<file path="src/rtl/fetch_queue.sv">
// Instruction fetch front end: credit-limited request path, in-order response queue, redirect squashing.
// Optional FETCH_BYPASS_EN lets a response reach decode combinationally when the queue is empty.
module fetch_queue #(
    parameter int          DEPTH    = 4,
    parameter logic [31:0] RESET_PC = 32'h0
) (
    input  logic        clk,
    input  logic        reset,
    output logic        imem_req,
    output logic [31:0] imem_addr,
    input  logic        imem_gnt,
    input  logic        imem_rvalid,
    input  logic [31:0] imem_rdata,
    input  logic        redirect,
    input  logic [31:0] redirect_pc,
    input  logic        halt,
    output logic        out_valid,
    output logic [31:0] out_pc,
    output logic [31:0] out_instr,
    input  logic        out_ready
);

    localparam int AW = $clog2(DEPTH);
    localparam int CW = $clog2(DEPTH + 1);
    localparam logic [CW:0]   DEPTH_SUM = (CW + 1)'(DEPTH);
    localparam logic [CW-1:0] DEPTH_CNT = CW'(DEPTH);

    typedef enum logic {FETCH, HALTED} state_t;

    state_t        state;
    logic [31:0]   fetch_ptr;
    logic [CW-1:0] outstanding;
    logic [CW-1:0] drop_cnt;
    logic [CW-1:0] count;

    logic [31:0]   q_pc    [DEPTH];
    logic [31:0]   q_instr [DEPTH];
    logic [AW-1:0] q_rd;
    logic [AW-1:0] q_wr;

    logic [31:0]   tag_mem [DEPTH];
    logic [AW-1:0] tag_rd;
    logic [AW-1:0] tag_wr;

    logic          grant;
    logic          resp_keep;
    logic          bypass;
    logic          enq;
    logic          pop_q;
    logic [31:0]   resp_tag;
    logic [CW:0]   in_use;
    logic [CW-1:0] outstanding_nxt;

    // Credits cover both queued entries and requests still in flight, so a response always has a slot.
    assign in_use    = {1'b0, count} + {1'b0, outstanding};
    assign imem_req  = (state == FETCH) && !reset && (in_use < DEPTH_SUM);
    assign imem_addr = fetch_ptr;

    assign grant           = imem_req && imem_gnt;
    assign resp_tag        = tag_mem[tag_rd];
    assign resp_keep       = imem_rvalid && !redirect && (drop_cnt == '0);
    assign outstanding_nxt = outstanding + CW'(grant) - CW'(imem_rvalid);

`ifdef FETCH_BYPASS_EN
    assign bypass = resp_keep && (count == '0);
`else
    assign bypass = 1'b0;
`endif

    always_comb begin
        out_valid = 1'b0;
        out_pc    = '0;
        out_instr = '0;
        if (count != '0) begin
            out_valid = 1'b1;
            out_pc    = q_pc[q_rd];
            out_instr = q_instr[q_rd];
        end else if (bypass) begin
            out_valid = 1'b1;
            out_pc    = resp_tag;
            out_instr = imem_rdata;
        end
    end

    assign pop_q = (count != '0) && out_ready;
    assign enq   = resp_keep && !(bypass && out_ready);

    // Redirect squashes the queue and marks every request still in flight (including this cycle's grant) for drop.
    always_ff @(posedge clk) begin
        if (reset) begin
            state       <= FETCH;
            fetch_ptr   <= RESET_PC;
            outstanding <= '0;
            drop_cnt    <= '0;
            count       <= '0;
            q_rd        <= '0;
            q_wr        <= '0;
            tag_rd      <= '0;
            tag_wr      <= '0;
        end else begin
            case (state)
                FETCH:   if (halt)  state <= HALTED;
                HALTED:  if (!halt) state <= FETCH;
                default: state <= FETCH;
            endcase

            if (grant) begin
                tag_mem[tag_wr] <= fetch_ptr;
                tag_wr          <= tag_wr + AW'(1);
            end
            if (imem_rvalid) begin
                tag_rd <= tag_rd + AW'(1);
            end
            outstanding <= outstanding_nxt;

            if (enq) begin
                q_pc[q_wr]    <= resp_tag;
                q_instr[q_wr] <= imem_rdata;
            end

            if (redirect) begin
                fetch_ptr <= redirect_pc;
                drop_cnt  <= outstanding_nxt;
                count     <= '0;
                q_rd      <= '0;
                q_wr      <= '0;
            end else begin
                if (grant) begin
                    fetch_ptr <= fetch_ptr + 32'd1;
                end
                if (imem_rvalid && (drop_cnt != '0)) begin
                    drop_cnt <= drop_cnt - CW'(1);
                end
                if (enq) begin
                    q_wr <= q_wr + AW'(1);
                end
                if (pop_q) begin
                    q_rd <= q_rd + AW'(1);
                end
                count <= count + CW'(enq) - CW'(pop_q);
            end
        end
    end

    always_ff @(posedge clk) begin
        if (!reset) begin
            assert (!(enq && (count == DEPTH_CNT) && !pop_q));
            assert (!(imem_rvalid && (outstanding == '0)));
        end
    end

endmodule
</file>
<file path="config.mk">
export PLATFORM = sky130hd
export DESIGN_NAME = fetch_queue
export DESIGN_NICKNAME = d
export VERILOG_FILES = /design/src/rtl/fetch_queue.sv
export SDC_FILE = /design/constraint.sdc
export NUM_CORES = 1
export LEC_CHECK = 0
export CAP_MARGIN = 20
export CORE_ASPECT_RATIO = 1.75
export CORE_MARGIN = 2
export CORE_UTILIZATION = 35
export CTS_CLUSTER_SIZE = 12
export DETAILED_ROUTE_END_ITERATION = 8
export SLEW_MARGIN = 20
export SYNTH_ARGS = -nofsm -noshare
export SYNTH_HDL_FRONTEND = slang
export SYNTH_SLANG_ARGS = --single-unit
</file>
<file path="constraint.sdc">
create_clock -name clk -period 3.7 [get_ports clk]
set_input_delay 0.925 -clock clk [delete_from_list [all_inputs] [get_ports clk]]
set_output_delay 0.925 -clock clk [all_outputs]
set_load 0.05 [all_outputs]
</file>
==> impl_metrics.env <==
export IMPL_status="finished clean"
export IMPL_synth_cells=920
export IMPL_dpl_worst_slack_ns=-0.130
export IMPL_pwr_density_cell_mw_per_mm2=520
export IMPL_cts_buffer_depth=3
export IMPL_numCtsBuffers=43
export IMPL_chipHeight_um=297
export IMPL_whs_path_depth=2
export IMPL_initial_core_util_pct=35.3
export IMPL_worst_slack_ns=0.113
export IMPL_r2r_start="outstanding[2]"
export IMPL_hpwl_mm=23.6
export IMPL_dr_pass1_iters=4
export IMPL_setup_viol=0
export IMPL_synth_edf_count=384
export IMPL_htreeDepth=2
export IMPL_p_int_mw=8.33
export IMPL_worst_pin_slew_ns=0.932
export IMPL_max_freq_mhz=279
export IMPL_post_cts_setup_buffers=0
export IMPL_rsz0062_at_grt="no"
export IMPL_yosysSeqAreaShare_pct=73.5
export IMPL_routed_via_density=4.91
export IMPL_maxCapViolations=0
export IMPL_fin_cells=1801
export IMPL_crit_required_ns=2.77
export IMPL_synth_ff_type="edfxtp_1"
export IMPL_total_power_mw=11.0
export IMPL_sw_frac_of_total_pct=24.3
export IMPL_leakage_nw=6.83
export IMPL_dp_cells=1732
export IMPL_die_area_mm2=0.0509
export IMPL_ys_async_sr_fraction_pct=0
export IMPL_grt_pass1_vias=9458
export IMPL_r2r_slack_ns=0.74
export IMPL_insertedDiodeCount=0
export IMPL_drc=0
export IMPL_min_period_ns=3.59
export IMPL_rows=107
export IMPL_period_share_pct=96.9
export IMPL_timing_rr_end="drop_cnt[2]"
export IMPL_yosys_warnings=0
export IMPL_syn_area_mm2=0.0172
export IMPL_fp_dieW_um=171
export IMPL_ios=169
export IMPL_antenna_found_initial=1
export IMPL_clkPwrFrac_pct=36.3
export IMPL_area_growth_pct=23.1
export IMPL_crit_type="reg2out"
export IMPL_yosys_cell_types_count=45
export IMPL_setup_tns_ns=0
export IMPL_p_comb_share_pct=11.9
export IMPL_fin_util_pct=43.5
export IMPL_min_delay_start="tag_wr[1]"
export IMPL_cts_root_buf="clkbuf_16"
export IMPL_grt_pass1_wl_mm=55.8
export IMPL_ir_drop_v=0.000351
export IMPL_coreArea_mm2=0.0486
export IMPL_gp_congestion=0.760
export IMPL_skew_ns=0.0206
export IMPL_cts_tree="yes"
export IMPL_routedWlPerCell_um=20.4
export IMPL_cp_arrival_ns=2.66
export IMPL_num_vias=8839
export IMPL_ant_nets=0
export IMPL_slew_viol_final=0
export IMPL_seqPwrFrac_pct=51.8
export IMPL_cp_end_kind="output port"
export IMPL_grt_overflow=0
export IMPL_worstHoldEndpoint="tag_wr[1]"
export IMPL_io_buffers=168
export IMPL_slew_headroom_pct=37.9
export IMPL_layout_drive_gt1_share_pct=19.4
export IMPL_clkTransAtPathRegs_ns=0.06
export IMPL_yosys_register_bits=438
export IMPL_clock_sinks=438
export IMPL_crit_fanout=35
export IMPL_min_delay_path_class="reg2reg"
export IMPL_track_usage_pct=14.5
export IMPL_syn_nets=1010
export IMPL_fin_nets=1213
export IMPL_drtIter0Drc=421
export IMPL_finalHoldViolations=0
export IMPL_totalWireLength_mm=36.7
export IMPL_clk_latency_ns=0.56
export IMPL_grt_max_degree=67
export IMPL_r2r_worst_path_cells=12
export IMPL_p_sw_mw=2.67
export IMPL_syn_area_per_cell_um2=18.7
export IMPL_cp_start_kind="flop"
==> what timing repair did <==
item	4_1_cts	5_1_grt
hold buffers	0	0
resized for setup	0	4
endpoints found under the setup margin	0	4
==> kinds of logic (layout without fill, tap and decap cells) <==
logic type / after synthesis / after routing / synth area share (%)
DFF: 438 / 438 / 73.5
adders and majority gates: 19 / 19 / 1.47
xor gates and xnor gates: 29 / 29 / 1.48
and+or+nand+nor: 210 / 210 / 6.82
buffers and inverters: 74 / 301 / 1.76
AOI/OAI and AO/OA: 53 / 53 / 2.30
muxes: 97 / 97 / 12.7
==> cells in the final DEF (no fill, tap or decap), types with 3 or more instances in the layout <==
master,count
a2111oi_0,7
a211oi_1,18
a21oi_1,7
a311oi_1,8
and2_1,71
and2_4,4
and3_1,6
and4_1,8
buf_12,13
buf_4,50
clkbuf_1,18
clkbuf_16,43
clkdlybuf4s50_1,141
dfxtp_1,50
dlymetal6s2s_1,4
edfxtp_1,384
ha_1,17
inv_1,24
mux4_2,96
nand2_1,27
nand3_1,16
nand4_1,9
nor2_1,43
nor3_1,5
nor4b_1,5
o21ai_0,3
or3_1,3
xnor2_1,14
xor2_1,15
==> per-layer routing <==
metal	global-route usage (%)	part of all wire [%]	up-vias
li1	-	-	4035
met1	16.5	39	4529
met2	27.7	55	229
met3	2.15	4.2	46
met4	4.38	2.2	0
met5	0	0	-
==> area by class of cell <==
class	count	area [um^2]
Clock buffer	61	1140
Clock inverter	8	96.3
Fill cell	4269	27500
Inverter	24	90.1
Multi-Input combinational cell	408	4260
Sequential cell	438	12600
Tap cell	654	818
Timing Repair Buffer	208	2100
==> worst max path at each step <==
stage                         endpoint  slack, ns  depth (start not counted)
after detailed placement   drop_cnt[2]      -0.13                         12
after global routing      out_instr[1]      0.003                          4
after global placement     drop_cnt[2]      -0.15                         12
final                     out_instr[1]       0.11                          4
after CTS                 out_instr[2]       0.03                          4
after floorplan            drop_cnt[2]      0.008                         12
==> cells in the mapped netlist, drive strengths merged, types with 16 or more instances <==
library cell | number | share of area, %
a211oi | 18 | 0.79
and2 | 75 | 2.7
buf | 17 | 0.52
clkbuf | 33 | 0.72
dfxtp | 54 | 6.3
edfxtp | 384 | 67
ha | 17 | 1.2
inv | 24 | 0.52
mux4 | 96 | 13
nand2 | 27 | 0.59
nand3 | 16 | 0.47
nor2 | 43 | 0.94
==> worst max-delay path, cell delays in order (launching register included) <==
cell and delay, ns:
dfxtp_4 0.37, buf_12 0.29, mux4_2 0.54, and2_1 0.19, clkdlybuf4s50_1 0.70
==> power by group through the flow <==
stage                     Combinational (mW)  Clock (mW)  Sequential (mW)
after detailed placement                1.34           0             5.81
after global routing                    1.41        4.28             5.72
after CTS                               1.34        4.11             5.70
after global placement                  1.31           0             5.80
after floorplan                        0.764           0             5.84
final                                   1.31        3.99             5.70
==> per-stage QoR <==
| stage | hold slack [ns] | cell area, um^2 |
|---|---|---|
| after floorplan | 0.469 | 17200 |
| after global placement | 0.489 | 19900 |
| after detailed placement | 0.497 | 19900 |
| after CTS | 0.507 | 21100 |
| after global routing | 0.534 | 21100 |
| final | 0.501 | 21100 |
==> registers in the layout, summed over array words and instances (netlist names), named ones only <==
signal       count
q_wr             2
count            3
q_instr        128
tag_rd           2
q_rd             2
outstanding      3
q_pc           128
tag_mem        128
drop_cnt         3
tag_wr           2
imem_addr       32
state            1
Note: power is estimated with default switching activity, not from simulation.
